**src/rtl/mem_arb_pkg.sv**
```systemverilog
// Shared types for the fetch/data memory port arbiter: grant states, source ids
// and the tracking FIFO entry layout.
package mem_arb_pkg;

   typedef enum logic [1:0] {
      ARB_IDLE,
      ARB_LOCK_I,
      ARB_LOCK_D
   } arb_state_e;

   localparam logic SRC_I = 1'b0;
   localparam logic SRC_D = 1'b1;

   // Widest data-side tag the tracking FIFO stores; narrower TAG_W values are zero-extended.
   localparam int ARB_TAG_W = 11;

   typedef struct packed {
      logic                 src;
      logic [ARB_TAG_W-1:0] tag;
   } fifo_entry_t;

endpackage

```
**src/rtl/mem_arb_fifo.sv**
```systemverilog
// Synchronous FIFO with wrap-bit pointers; a push on a full FIFO is taken only
// when a pop happens in the same cycle.
module mem_arb_fifo #(
   parameter int DEPTH = 4,
   parameter int WIDTH = 12
) (
   input  logic                     clk,
   input  logic                     rst,
   input  logic                     push_i,
   input  logic                     pop_i,
   input  logic [WIDTH-1:0]         wdata_i,
   output logic [WIDTH-1:0]         rdata_o,
   output logic                     full_o,
   output logic                     empty_o,
   output logic [$clog2(DEPTH):0]   count_o
);

   localparam int AW = $clog2(DEPTH);

   logic [AW:0]       wr_ptr_q, rd_ptr_q;
   logic [WIDTH-1:0]  mem_q [DEPTH];
   logic              do_push, do_pop;

   assign count_o = wr_ptr_q - rd_ptr_q;
   assign empty_o = (wr_ptr_q == rd_ptr_q);
   assign full_o  = (count_o == (AW+1)'(DEPTH));
   assign rdata_o = mem_q[rd_ptr_q[AW-1:0]];

   assign do_pop  = pop_i & ~empty_o;
   assign do_push = push_i & (~full_o | do_pop);

   always_ff @(posedge clk or posedge rst) begin
      if (rst) begin
         wr_ptr_q <= '0;
         rd_ptr_q <= '0;
      end else begin
         if (do_push) wr_ptr_q <= wr_ptr_q + 1'b1;
         if (do_pop)  rd_ptr_q <= rd_ptr_q + 1'b1;
      end
   end

   always_ff @(posedge clk) begin
      if (do_push) mem_q[wr_ptr_q[AW-1:0]] <= wdata_i;
   end

endmodule

```
**src/rtl/mem_port_arbiter.sv**
```systemverilog
// Round-robin arbiter sharing one memory port between fetch and data ports;
// responses are routed back in order using a {src, tag} tracking FIFO.
module mem_port_arbiter
   import mem_arb_pkg::*;
#(
   parameter int OUTSTANDING = 4,
   parameter int TAG_W       = 11
) (
   input  logic              clk,
   input  logic              rst,
   input  logic              mem_i_rd,
   input  logic [31:0]       mem_i_pc,
   output logic              mem_i_accept,
   output logic              mem_i_valid,
   output logic              mem_i_error,
   output logic [31:0]       mem_i_inst,
   input  logic              mem_d_rd,
   input  logic [3:0]        mem_d_wr,
   input  logic [31:0]       mem_d_addr,
   input  logic [31:0]       mem_d_data_wr,
   input  logic [TAG_W-1:0]  mem_d_req_tag,
   output logic              mem_d_accept,
   output logic              mem_d_ack,
   output logic              mem_d_error,
   output logic [31:0]       mem_d_data_rd,
   output logic [TAG_W-1:0]  mem_d_resp_tag,
   output logic              ext_rd,
   output logic [3:0]        ext_wr,
   output logic [31:0]       ext_addr,
   output logic [31:0]       ext_data_wr,
   input  logic              ext_accept,
   input  logic              ext_ack,
   input  logic              ext_error,
   input  logic [31:0]       ext_data_rd,
   output logic              busy,
   output logic              proto_err
);

   localparam int CNT_W = $clog2(OUTSTANDING) + 1;

   arb_state_e   state_q;
   logic         prio_d_q;
   logic         proto_err_q;
   logic         i_req, d_req, gnt_i, gnt_d;
   logic         fifo_full, fifo_empty, push, pop, slot_ok, ext_req_vld, rsp;
   logic [CNT_W-1:0] fifo_count;
   fifo_entry_t  push_entry, head;

   assign i_req = mem_i_rd;
   assign d_req = mem_d_rd | (mem_d_wr != 4'b0);

   always_comb begin
      gnt_i = 1'b0;
      gnt_d = 1'b0;
      unique case (state_q)
         ARB_LOCK_I: gnt_i = 1'b1;
         ARB_LOCK_D: gnt_d = 1'b1;
         default: begin
            if (i_req && d_req) begin
               gnt_d = prio_d_q;
               gnt_i = ~prio_d_q;
            end else begin
               gnt_i = i_req;
               gnt_d = d_req;
            end
         end
      endcase
   end

   // A full FIFO only takes a new request when the head is retired this cycle.
   assign pop     = ext_ack & ~fifo_empty;
   assign slot_ok = ~fifo_full | pop;

   assign ext_rd      = ~rst & slot_ok & ((gnt_i & mem_i_rd) | (gnt_d & mem_d_rd));
   assign ext_wr      = (~rst & slot_ok & gnt_d) ? mem_d_wr : 4'b0;
   assign ext_addr    = rst ? 32'b0 : gnt_i ? mem_i_pc : gnt_d ? mem_d_addr : 32'b0;
   assign ext_data_wr = (~rst & gnt_d) ? mem_d_data_wr : 32'b0;
   assign ext_req_vld = ext_rd | (ext_wr != 4'b0);

   assign mem_i_accept = gnt_i & ext_accept & ext_req_vld;
   assign mem_d_accept = gnt_d & ext_accept & ext_req_vld;
   assign push         = mem_i_accept | mem_d_accept;

   assign push_entry.src = gnt_d ? SRC_D : SRC_I;
   assign push_entry.tag = gnt_d ? ARB_TAG_W'(mem_d_req_tag) : '0;

   mem_arb_fifo #(
      .DEPTH (OUTSTANDING),
      .WIDTH ($bits(fifo_entry_t))
   ) u_track_fifo (
      .clk     (clk),
      .rst     (rst),
      .push_i  (push),
      .pop_i   (pop),
      .wdata_i (push_entry),
      .rdata_o (head),
      .full_o  (fifo_full),
      .empty_o (fifo_empty),
      .count_o (fifo_count)
   );

   assign rsp            = pop & ~rst;
   assign mem_i_valid    = rsp & (head.src == SRC_I);
   assign mem_i_inst     = mem_i_valid ? ext_data_rd : 32'b0;
   assign mem_i_error    = mem_i_valid & ext_error;
   assign mem_d_ack      = rsp & (head.src == SRC_D);
   assign mem_d_data_rd  = mem_d_ack ? ext_data_rd : 32'b0;
   assign mem_d_error    = mem_d_ack & ext_error;
   assign mem_d_resp_tag = mem_d_ack ? TAG_W'(head.tag) : '0;

   assign busy      = (fifo_count != '0);
   assign proto_err = proto_err_q;

   always_ff @(posedge clk or posedge rst) begin
      if (rst) begin
         state_q     <= ARB_IDLE;
         prio_d_q    <= 1'b1;
         proto_err_q <= 1'b0;
      end else begin
         if (ext_ack && fifo_empty) proto_err_q <= 1'b1;
         unique case (state_q)
            ARB_LOCK_I: begin
               if (mem_i_accept) begin
                  state_q  <= ARB_IDLE;
                  prio_d_q <= 1'b1;
               end
            end
            ARB_LOCK_D: begin
               if (mem_d_accept) begin
                  state_q  <= ARB_IDLE;
                  prio_d_q <= 1'b0;
               end
            end
            default: begin
               if (mem_i_accept)      prio_d_q <= 1'b1;
               else if (mem_d_accept) prio_d_q <= 1'b0;
               else if (ext_req_vld)  state_q  <= gnt_d ? ARB_LOCK_D : ARB_LOCK_I;
            end
         endcase
      end
   end

endmodule

```
**config.mk**
```make
export PLATFORM = sky130hd
export DESIGN_NAME = mem_port_arbiter
export DESIGN_NICKNAME = d
export VERILOG_FILES = /design/src/rtl/mem_arb_pkg.sv /design/src/rtl/mem_arb_fifo.sv /design/src/rtl/mem_port_arbiter.sv
export SDC_FILE = /design/constraint.sdc
export NUM_CORES = 1
export LEC_CHECK = 0
export BUFFER_PORTS_ARGS = -buffer_cell sky130_fd_sc_hd__buf_4
export CAP_MARGIN = 10
export CORE_AREA = 2 2 119 121
export DETAILED_ROUTE_END_ITERATION = 16
export DIE_AREA = 0 0 121 123
export PLACE_DENSITY_LB_ADDON = 0.12
export SLEW_MARGIN = 10
export SYNTH_ARGS = -nofsm -noshare
export SYNTH_HDL_FRONTEND = slang
export SYNTH_SLANG_ARGS = --single-unit
```
**constraint.sdc**
```tcl
create_clock -name clk -period 3.2 [get_ports clk]
set_input_delay 0.16 -clock clk [delete_from_list [all_inputs] [get_ports clk]]
set_output_delay 0.16 -clock clk [all_outputs]
set_load 0.005 [all_outputs]
```
==> flow_summary.toml, run 1 <==
[floorplan]
core_um2 = 13610
die_x_um = 121
rows = 43
dieArea_um2 = 14880
pin_count = 302
die_h_um = 123
initial_core_util_pct = 28.55

[critical_path]
worstPathRequired_ns = 3.15
critical-path-max-stage-delay_ns = 0.55
reg2regPathDepth = 7
cp-startpoint = "state_q[0]$_DFFE_PP0P_"
cp.arrival_ns = 2.90
slowest_stage = "and2_1"
critPathBufInv = 1
r2r_end = "u_track_fifo.mem_q[2][0]$_DFFE_PP_"
critPathLaunchType = "flip-flop"
reg2reg_setup_slack_ns = 0.25
path_cells = "inv_1 > ha_1 > nand2_1 > o22ai_1 > a221oi_1 > nor3b_2 > and2_1"
reg2reg_from = "state_q[0]$_DFFE_PP0P_"
worstSetupPathType = "reg -> reg"
cp_top_family = "simple AND/OR/NAND/NOR gates"
worstSetupPathDepth = 7
endpoint_kind = "flip-flop"
crit_fanout = 12

[synthesis]
synth_ff_type = "edfxtp_1"
yosysUniqueCellTypes = 40
async_reset_ff_share_pct = 17.24
synth_seq_cells = 58
syn_area_per_cell_um2 = 9.643
synth.top_cell.area_share_pct = 37.09
synthCells = 403
synthesis.nets = 562
yosysTopAreaCell = "edfxtp_1"
ys_seq_area_share_pct = 43.56
ys_warn_count = 0
yosys-top-cells-area = "edfxtp_1 (37%), and2_1 (21%), mux4_2 (7.0%)"
netlist_area_um2 = 3886
synth-edff-count = 48

[placed_design]
gp_congestion = 0.7624
placed_cell_area_um2 = 6364
placedCellCount = 867
port_buffers = 301
hpwlAfterDp_um = 11810

[timing]
worstMarginPinSlew_ns = 0.5780
setup_viol = 0
fin_skew_ns = 0.005144
slew_headroom_pct = 61.47
finalMaxSlewViolations = 0
period_share_pct = 92.21
grt_setup_unrepaired = "no"
fin_setup_tns_ns = 0
post-route-min-period_ns = 2.951
hold_violations = 0
fmax_mhz = 338.9

[cells_and_area]
insertedDiodeCount = 0
finalNonFillerCells = 883
final_util_pct = 49.06
fillerInstances = 1293
multiInputGateArea_um2 = 2062
final_area_um2 = 6678
drive_gt1_share_pct = 50.21
nets = 857
regArea_um2 = 1693
area_delta_synth_final_pct = 71.83

[grt]
track_usage_pct = 18.39
grt_max_degree = 46
grt_pass1_vias = 3870
grt_pass1_wl_um = 20800
globalRouteOverflowTotal = 0
antenna_found_initial = 1

[clocking]
worst_skew_pair.late_latency_ns = 0.32
clk_pin_slew_worst_paths_ns = 0.05
clock-sinks = 58
numCtsBuffers = 9
cts_root_buf = "clkbuf_16"
cts_tree = "yes"
h-tree-depth = 3
cts_max_path_buffers = 2
hold_buffers = 0

[routing]
drc = 0
wl_um = 14710
wire_per_inst_um = 16.66
firstDrtPassIters = 4
vias = 4083
postRouteAntennaNets = 0
drtIter0Drc = 213
vias_per_cell = 4.624

[run]
max_cap_viol_count = 0

[power_and_ir_drop]
leakagePower_nw = 3.133
p_per_area_nw_per_um2 = 739.9
p_total_w = 0.004941
ir_drop_mv = 0.3358

[worst_hold_path]
hold_class = "in -> async"

[status]
outcome = "finished clean"
-- stage by stage --
step	hold slack (ns)	worst slack (ns)
floorplan	0.2133	0.5954
global placement	0.3471	0.3586
detailed placement	0.3478	0.2523
CTS	0.004403	0.2014
global route	0.03693	0.03257
finish	0.009645	0.2491
-- sequential cells by signal, summed over array words and instances, names as in the netlist --
register,flops
u_track_fifo.wr_ptr_q,3
prio_d_q,1
state_q,2
u_track_fifo.mem_q,48
u_track_fifo.rd_ptr_q,3
proto_err,1
-- routing by layer --
layer | vias to the layer above | share of wire (%) | wire [µm] | track usage [%]
li1 | 1986 | - | - | -
met1 | 1903 | 39 | 5670 | 22.54
met2 | 186 | 52 | 7633 | 32.41
met3 | 6 | 9.0 | 1324 | 5.720
met4 | 2 | 0.46 | 68 | 2.907
met5 | - | 0.088 | 13 | 0
-- worst min-delay path, cell delays in order --
cell	delay (ns)
buf_4	0.23
inv_1	0.09
buf_4	0.20
-- final cells by class --
cell class	instances	share of cell area, %
multi-input cells	306	30.88
inverters	10	0.5621
repair buffers	313	35.19
flip-flops and latches	58	25.35
well taps	180	3.373
clock inverters	6	1.218
clock buffers	10	3.429
-- synth_stat cells (all sizes together), types with 5 or more instances --
master	number
dfrtp	9
ha	9
edfxtp	48
nand2	39
mux4	12
o21ai	7
and2	129
inv	10
xnor2	5
nand3	33
a21oi	35
nor2	6
clkbuf	27
-- logic make-up (layout without fill, tap and decap cells) --
logic type	count (synthesis)	count (layout)	share of synthesized area [%]
simple gates	220	220	32.10
flops	58	58	43.56
compound gates	57	57	8.854
buf+inv	39	339	3.767
mux	13	13	7.244
fa+ha+maj	9	9	2.898
xor+xnor	7	7	1.578
-- layout by cell type (no fill, tap or decap), types with 2 or more instances in the layout --
master | Yosys | layout
mux4_2 | 12 | 12
nand2_1 | 39 | 39
a21o_1 | 2 | 2
ha_1 | 9 | 9
xor2_1 | 2 | 2
xnor2_1 | 5 | 5
nand3_1 | 33 | 33
and2_1 | 129 | 126
a21oi_1 | 34 | 34
inv_1 | 10 | 10
nor2_1 | 6 | 6
clkinv_2 | 0 | 2
edfxtp_1 | 48 | 48
nor2b_1 | 2 | 2
o22ai_1 | 2 | 2
buf_4 | 0 | 313
a221oi_1 | 2 | 2
and2_2 | 0 | 3
o21ai_0 | 7 | 7
clkbuf_16 | 0 | 9
bufinv_16 | 0 | 2
dfrtp_1 | 9 | 9
-- how the worst max path moves through the flow --
stage | end | slack, ns
floorplan | u_track_fifo.mem_q[3][0]$_DFFE_PP_ | 0.60
detailed placement | u_track_fifo.mem_q[1][5]$_DFFE_PP_ | 0.25
CTS | u_track_fifo.mem_q[0][0]$_DFFE_PP_ | 0.20
global route | u_track_fifo.mem_q[2][0]$_DFFE_PP_ | 0.03
finish | u_track_fifo.mem_q[2][0]$_DFFE_PP_ | 0.25
global placement | u_track_fifo.mem_q[1][3]$_DFFE_PP_ | 0.36
-- power breakdown --
group	total [W]	switching (W)	internal, W
logic	0.00283	0.00143	0.00140
clock network	0.000982	0.000308	0.000674
registers	0.00113	0.0000751	0.00106
total	0.00494	0.00181	0.00313
-- what timing repair did --
action	CTS	global route
setup buffers	0	0
resized for setup	0	3
setup endpoints to repair	0	25
No activity file was read; power rests on OpenSTA's default activity.
==> inputs of run 2 (changes only) <==
CORE_AREA = 3 3 116 118   (was 2 2 119 121)
DIE_AREA = 0 0 119 121   (was 0 0 121 123)
HOLD_SLACK_MARGIN = 0.08   (was not set)
==> flow_summary.toml, run 2 (synthesized netlist as in run 1, its figures left out) <==
[status]
outcome = "finished clean"

[clocking]
ctsResizeCount = 0
numCtsBuffers = 9
worst_skew_pair.late_latency_ns = 0.32
cts_max_path_buffers = 2
clk_pin_slew_worst_paths_ns = 0.05
hold_buffers = 1
cts_root_buf = "clkbuf_16"
postCtsSetupBuffers = 0
clock-sinks = 58
h-tree-depth = 3
cts_tree = "yes"

[critical_path]
cp_top_family = "buffers and inverters"
cp.arrival_ns = 2.72
endpoint_kind = "primary output"
worstSetupPathType = "in -> out"
worstPathRequired_ns = 3.04
critPathBufInv = 6
reg2regPathDepth = 8
slowest_stage = "dlygate4sd3_1"
critPathLaunchType = "primary input"
worstSetupPathDepth = 10
critical-path-max-stage-delay_ns = 0.57
path_cells = "dlygate4sd3_1 > buf_4 > inv_1 > buf_4 > o221a_2 > a221oi_1 > nor3b_2 > buf_4 > and2_1 > buf_4"
crit_fanout = 37
cp_common_cell = "buf_4"

[timing]
finalMaxSlewViolations = 0
grt_setup_unrepaired = "no"
hold_violations = 0
setup_ws_ns = 0.3167
worstMarginPinSlew_ns = 0.6265
fin_setup_tns_ns = 0
slew_headroom_pct = 57.65
post-route-min-period_ns = 2.883
fmax_mhz = 346.8
setup_viol = 0
period_share_pct = 90.10
fin_skew_ns = 0.006642

[routing]
drtIter0Drc = 268
wl_um = 16610
postRouteAntennaNets = 0
firstDrtPassIters = 5
wire_per_inst_um = 19.00
vias_per_cell = 4.802
drc = 0
vias = 4197

[grt]
grt_pass1_vias = 4282
track_usage_pct = 22.04
grt_pass1_wl_um = 24180
antenna_found_initial = 1
globalRouteOverflowTotal = 0
grt_max_degree = 50

[cells_and_area]
nets = 857
final_common_cell = "buf_4"
fillerInstances = 1168
largest_reg_flops = 48
final_util_pct = 53.02
area_delta_synth_final_pct = 71.47
drive_gt1_share_pct = 49.86
multiInputGateArea_um2 = 2058
finalNonFillerCells = 874
layout_common_cells = "buf_4 (312), and2_1 (129), edfxtp_1 (48)"
regArea_um2 = 1693
insertedDiodeCount = 0

[placed_design]
port_buffers = 301
gp_congestion = 0.9442
placedCellCount = 858
post-place-ws_ns = 0.5232
hpwlAfterDp_um = 13410

[floorplan]
die_x_um = 119
core_um2 = 12570
initial_core_util_pct = 30.92
rows = 41
die_h_um = 121
pin_count = 302
dieArea_um2 = 14400

[power_and_ir_drop]
leakagePower_nw = 3.131
p_per_area_nw_per_um2 = 749.5
p_total_w = 0.004995
ir_drop_mv = 0.6384

[worst_hold_path]
hold_class = "in -> reg"
worstHoldPathCells = 2

[run]
max_cap_viol_count = 0
-- run 2: cell count changes in the layout (fill, tap and decap cells not counted) --
cell           before  now
and2_1            126  129
and2_2              3    0
buf_4             313  312
clkbuf_1            1    0
clkinv_1            1    0
clkinv_2            2    3
dlygate4sd3_1       0    1
-- run 2: path summary, 6_finish.rpt --
kind | startpoint | endpoint | slack [ns]
max | rst | mem_d_accept | 0.32
min | ext_ack | proto_err$_DFFE_PP0P_ | 0.13
max reg2reg | state_q[0]$_DFFE_PP0P_ | u_track_fifo.mem_q[1][7]$_DFFE_PP_ | 0.53
min reg2reg | state_q[1]$_DFFE_PP0P_ | state_q[1]$_DFFE_PP0P_ | 0.53
max in group asynchronous | rst | prio_d_q$_DFFE_PP1P_ | 2.34
min in group asynchronous | rst | u_track_fifo.rd_ptr_q[1]$_DFFE_PP0P_ | 0.62
-- run 2: final cells by class --
type                       instances  share of cell area, %
inverter                          10                 0.5633
multi-input combinational        306                  30.89
sequential                        58                  25.40
clock buffer                       9                  3.380
timing repair buffer             313                  35.30
tap                              172                  3.229
clock inverter                     6                  1.239
-- run 2: power by group --
part	internal, W	switching [W]	total (W)
Clock	0.000670	0.000310	0.000980
Sequential	0.00106	0.0000777	0.00114
Combinational	0.00139	0.00149	0.00288
-- run 2: layer usage --
metal  global-route usage [%]  up-vias  part of all wire, %
li1                         -     1978                    -
met1                    27.29     1946                   39
met2                    36.88      245                   49
met3                    6.946       26                  9.9
met4                    6.662        2                  2.1
met5                        0        -                0.066
-- run 2: metrics by stage --
step	hold WS [ns]	instance area [µm²]
2_1_floorplan	0.2133	3886
3_3_place_gp	0.3502	6346
3_5_place_dp	0.3477	6346
4_1_cts	0.1266	6664
5_1_grt	0.1303	6664
6_report	0.1324	6664
==> inputs of run 3 (changes only) <==
clock period = 3.6 ns   (was 3.2 ns; I/O delays follow)
==> flow_summary.toml, run 3 (synthesized netlist as in run 1, its figures left out) <==
[placed_design]
hpwlAfterDp_um = 13090
port_buffers = 301
placedCellCount = 857
gp_congestion = 0.9540
placed_cell_area_um2 = 6339

[critical_path]
critical-path-max-stage-delay_ns = 0.63
worstSetupPathType = "reg -> reg"
worstPathRequired_ns = 3.55
endpoint_kind = "flip-flop"
critPathLaunchType = "flip-flop"
crit_fanout = 12
reg2reg_from = "state_q[0]$_DFFE_PP0P_"
reg2reg_setup_slack_ns = 0.51
cp.arrival_ns = 3.04
slowest_stage = "and2_1"
path_cells = "inv_1 > ha_1 > nand2_1 > o22ai_1 > a221oi_1 > nor3b_2 > and2_1"
r2r_end = "u_track_fifo.mem_q[0][1]$_DFFE_PP_"
reg2regPathDepth = 7

[cells_and_area]
drive_gt1_share_pct = 49.64
nets = 855
largest_reg_flops = 48
final_util_pct = 52.71
final_common_cell = "buf_4"
finalNonFillerCells = 873
area_delta_synth_final_pct = 70.48
final_area_um2 = 6625
insertedDiodeCount = 0
layout_common_cells = "buf_4 (311), and2_1 (129), edfxtp_1 (48)"

[power_and_ir_drop]
power_frac_clock_pct = 18.5
p_int_w = 0.002702
seqPwrFrac_pct = 23.2
p_switching_w = 0.001630
p_sw_share_pct = 37.63
ir_drop_mv = 0.2874
leakagePower_nw = 3.115
p_comb_share_pct = 58.4
p_per_area_nw_per_um2 = 653.9

[timing]
hold_slack_ns = 0.09947
fin_skew_ns = 0.007460
post-route-min-period_ns = 3.090
grt_setup_unrepaired = "no"
setup_viol = 0
finalMaxSlewViolations = 0
worstMarginPinSlew_ns = 0.7024
slew_headroom_pct = 53.02
period_share_pct = 85.83
hold_violations = 0
fin_setup_tns_ns = 0
fmax_mhz = 323.6

[routing]
drtIter0Drc = 311
postRouteAntennaNets = 0
drc = 0
vias = 4147
wl_um = 16010
vias_per_cell = 4.750
wire_per_inst_um = 18.34
firstDrtPassIters = 5

[grt]
grt_pass1_vias = 4080
track_usage_pct = 21.26
globalRouteOverflowTotal = 0
antenna_found_initial = 2
grt_max_degree = 46
grt_pass1_wl_um = 23380

[clocking]
worst_skew_pair.late_latency_ns = 0.32
clk_pin_slew_worst_paths_ns = 0.05
cts_tree = "yes"
h-tree-depth = 3
cts_root_buf = "clkbuf_16"
numCtsBuffers = 9
clock-sinks = 58
cts_max_path_buffers = 2
hold_buffers = 0
postCtsSetupBuffers = 0
ctsResizeCount = 0

[floorplan]
rows = 41
die_x_um = 119
pin_count = 302
initial_core_util_pct = 30.92
die_h_um = 121
dieArea_um2 = 14400
core_um2 = 12570

[status]
outcome = "finished clean"

[run]
max_cap_viol_count = 0

[worst_hold_path]
hold_class = "in -> async"
[run 3: worst max-delay path: cells and delay by family (launching register included)]
kind | cells | cell delay, ns
adders and majority gates | 1 | 0.50
buffers and inverters | 1 | 0.06
AOI/OAI and AO/OA | 2 | 0.57
DFF | 1 | 0.35
and+or+nand+nor | 3 | 1.24
[run 3: worst max path at each step]
stage | end | from | cells after the start
final | u_track_fifo.mem_q[0][1]$_DFFE_PP_ | state_q[0]$_DFFE_PP0P_ | 7
after CTS | u_track_fifo.mem_q[0][6]$_DFFE_PP_ | state_q[0]$_DFFE_PP0P_ | 7
after global routing | u_track_fifo.mem_q[0][6]$_DFFE_PP_ | state_q[0]$_DFFE_PP0P_ | 7
after detailed placement | u_track_fifo.mem_q[0][2]$_DFFE_PP_ | state_q[0]$_DFFE_PP0P_ | 7
after global placement | u_track_fifo.mem_q[3][9]$_DFFE_PP_ | state_q[0]$_DFFE_PP0P_ | 7
after floorplan | u_track_fifo.mem_q[3][0]$_DFFE_PP_ | u_track_fifo.rd_ptr_q[1]$_DFFE_PP0P_ | 8
[run 3: final cells by class]
type / instances / area (µm²)
Tap cell: 172 / 215.2
Fill cell: 1189 / 5943
Sequential cell: 58 / 1693
Clock inverter: 6 / 57.56
Multi-Input combinational cell: 306 / 2058
Timing Repair Buffer: 311 / 2335
Clock buffer: 10 / 229.0
Inverter: 10 / 37.54
[run 3: per-layer routing]
metal	vias to the layer above	share of wire (%)	GRT usage (%)
met5	-	0.094	0
li1	1978	-	-
met1	1911	41	27.16
met2	241	48	35.11
met4	4	0.81	3.983
met3	13	9.9	7.599
[run 3: power groups by stage]
stage	Sequential [W]	Clock [W]	Combinational [W]
5_1_grt	0.00102	0.000849	0.00280
4_1_cts	0.00101	0.000818	0.00256
3_3_place_gp	0.00101	0	0.00252
2_1_floorplan	0.00101	0	0.00139
6_report	0.00100	0.000800	0.00253
3_5_place_dp	0.00102	0	0.00254
[run 3: stage by stage]
step	worst slack, ns	total power (W)
2_1_floorplan	0.9954	0.002395
3_3_place_gp	0.6630	0.003533
3_5_place_dp	0.4756	0.003562
4_1_cts	0.5140	0.004382
5_1_grt	0.2468	0.004664
6_report	0.5100	0.004332
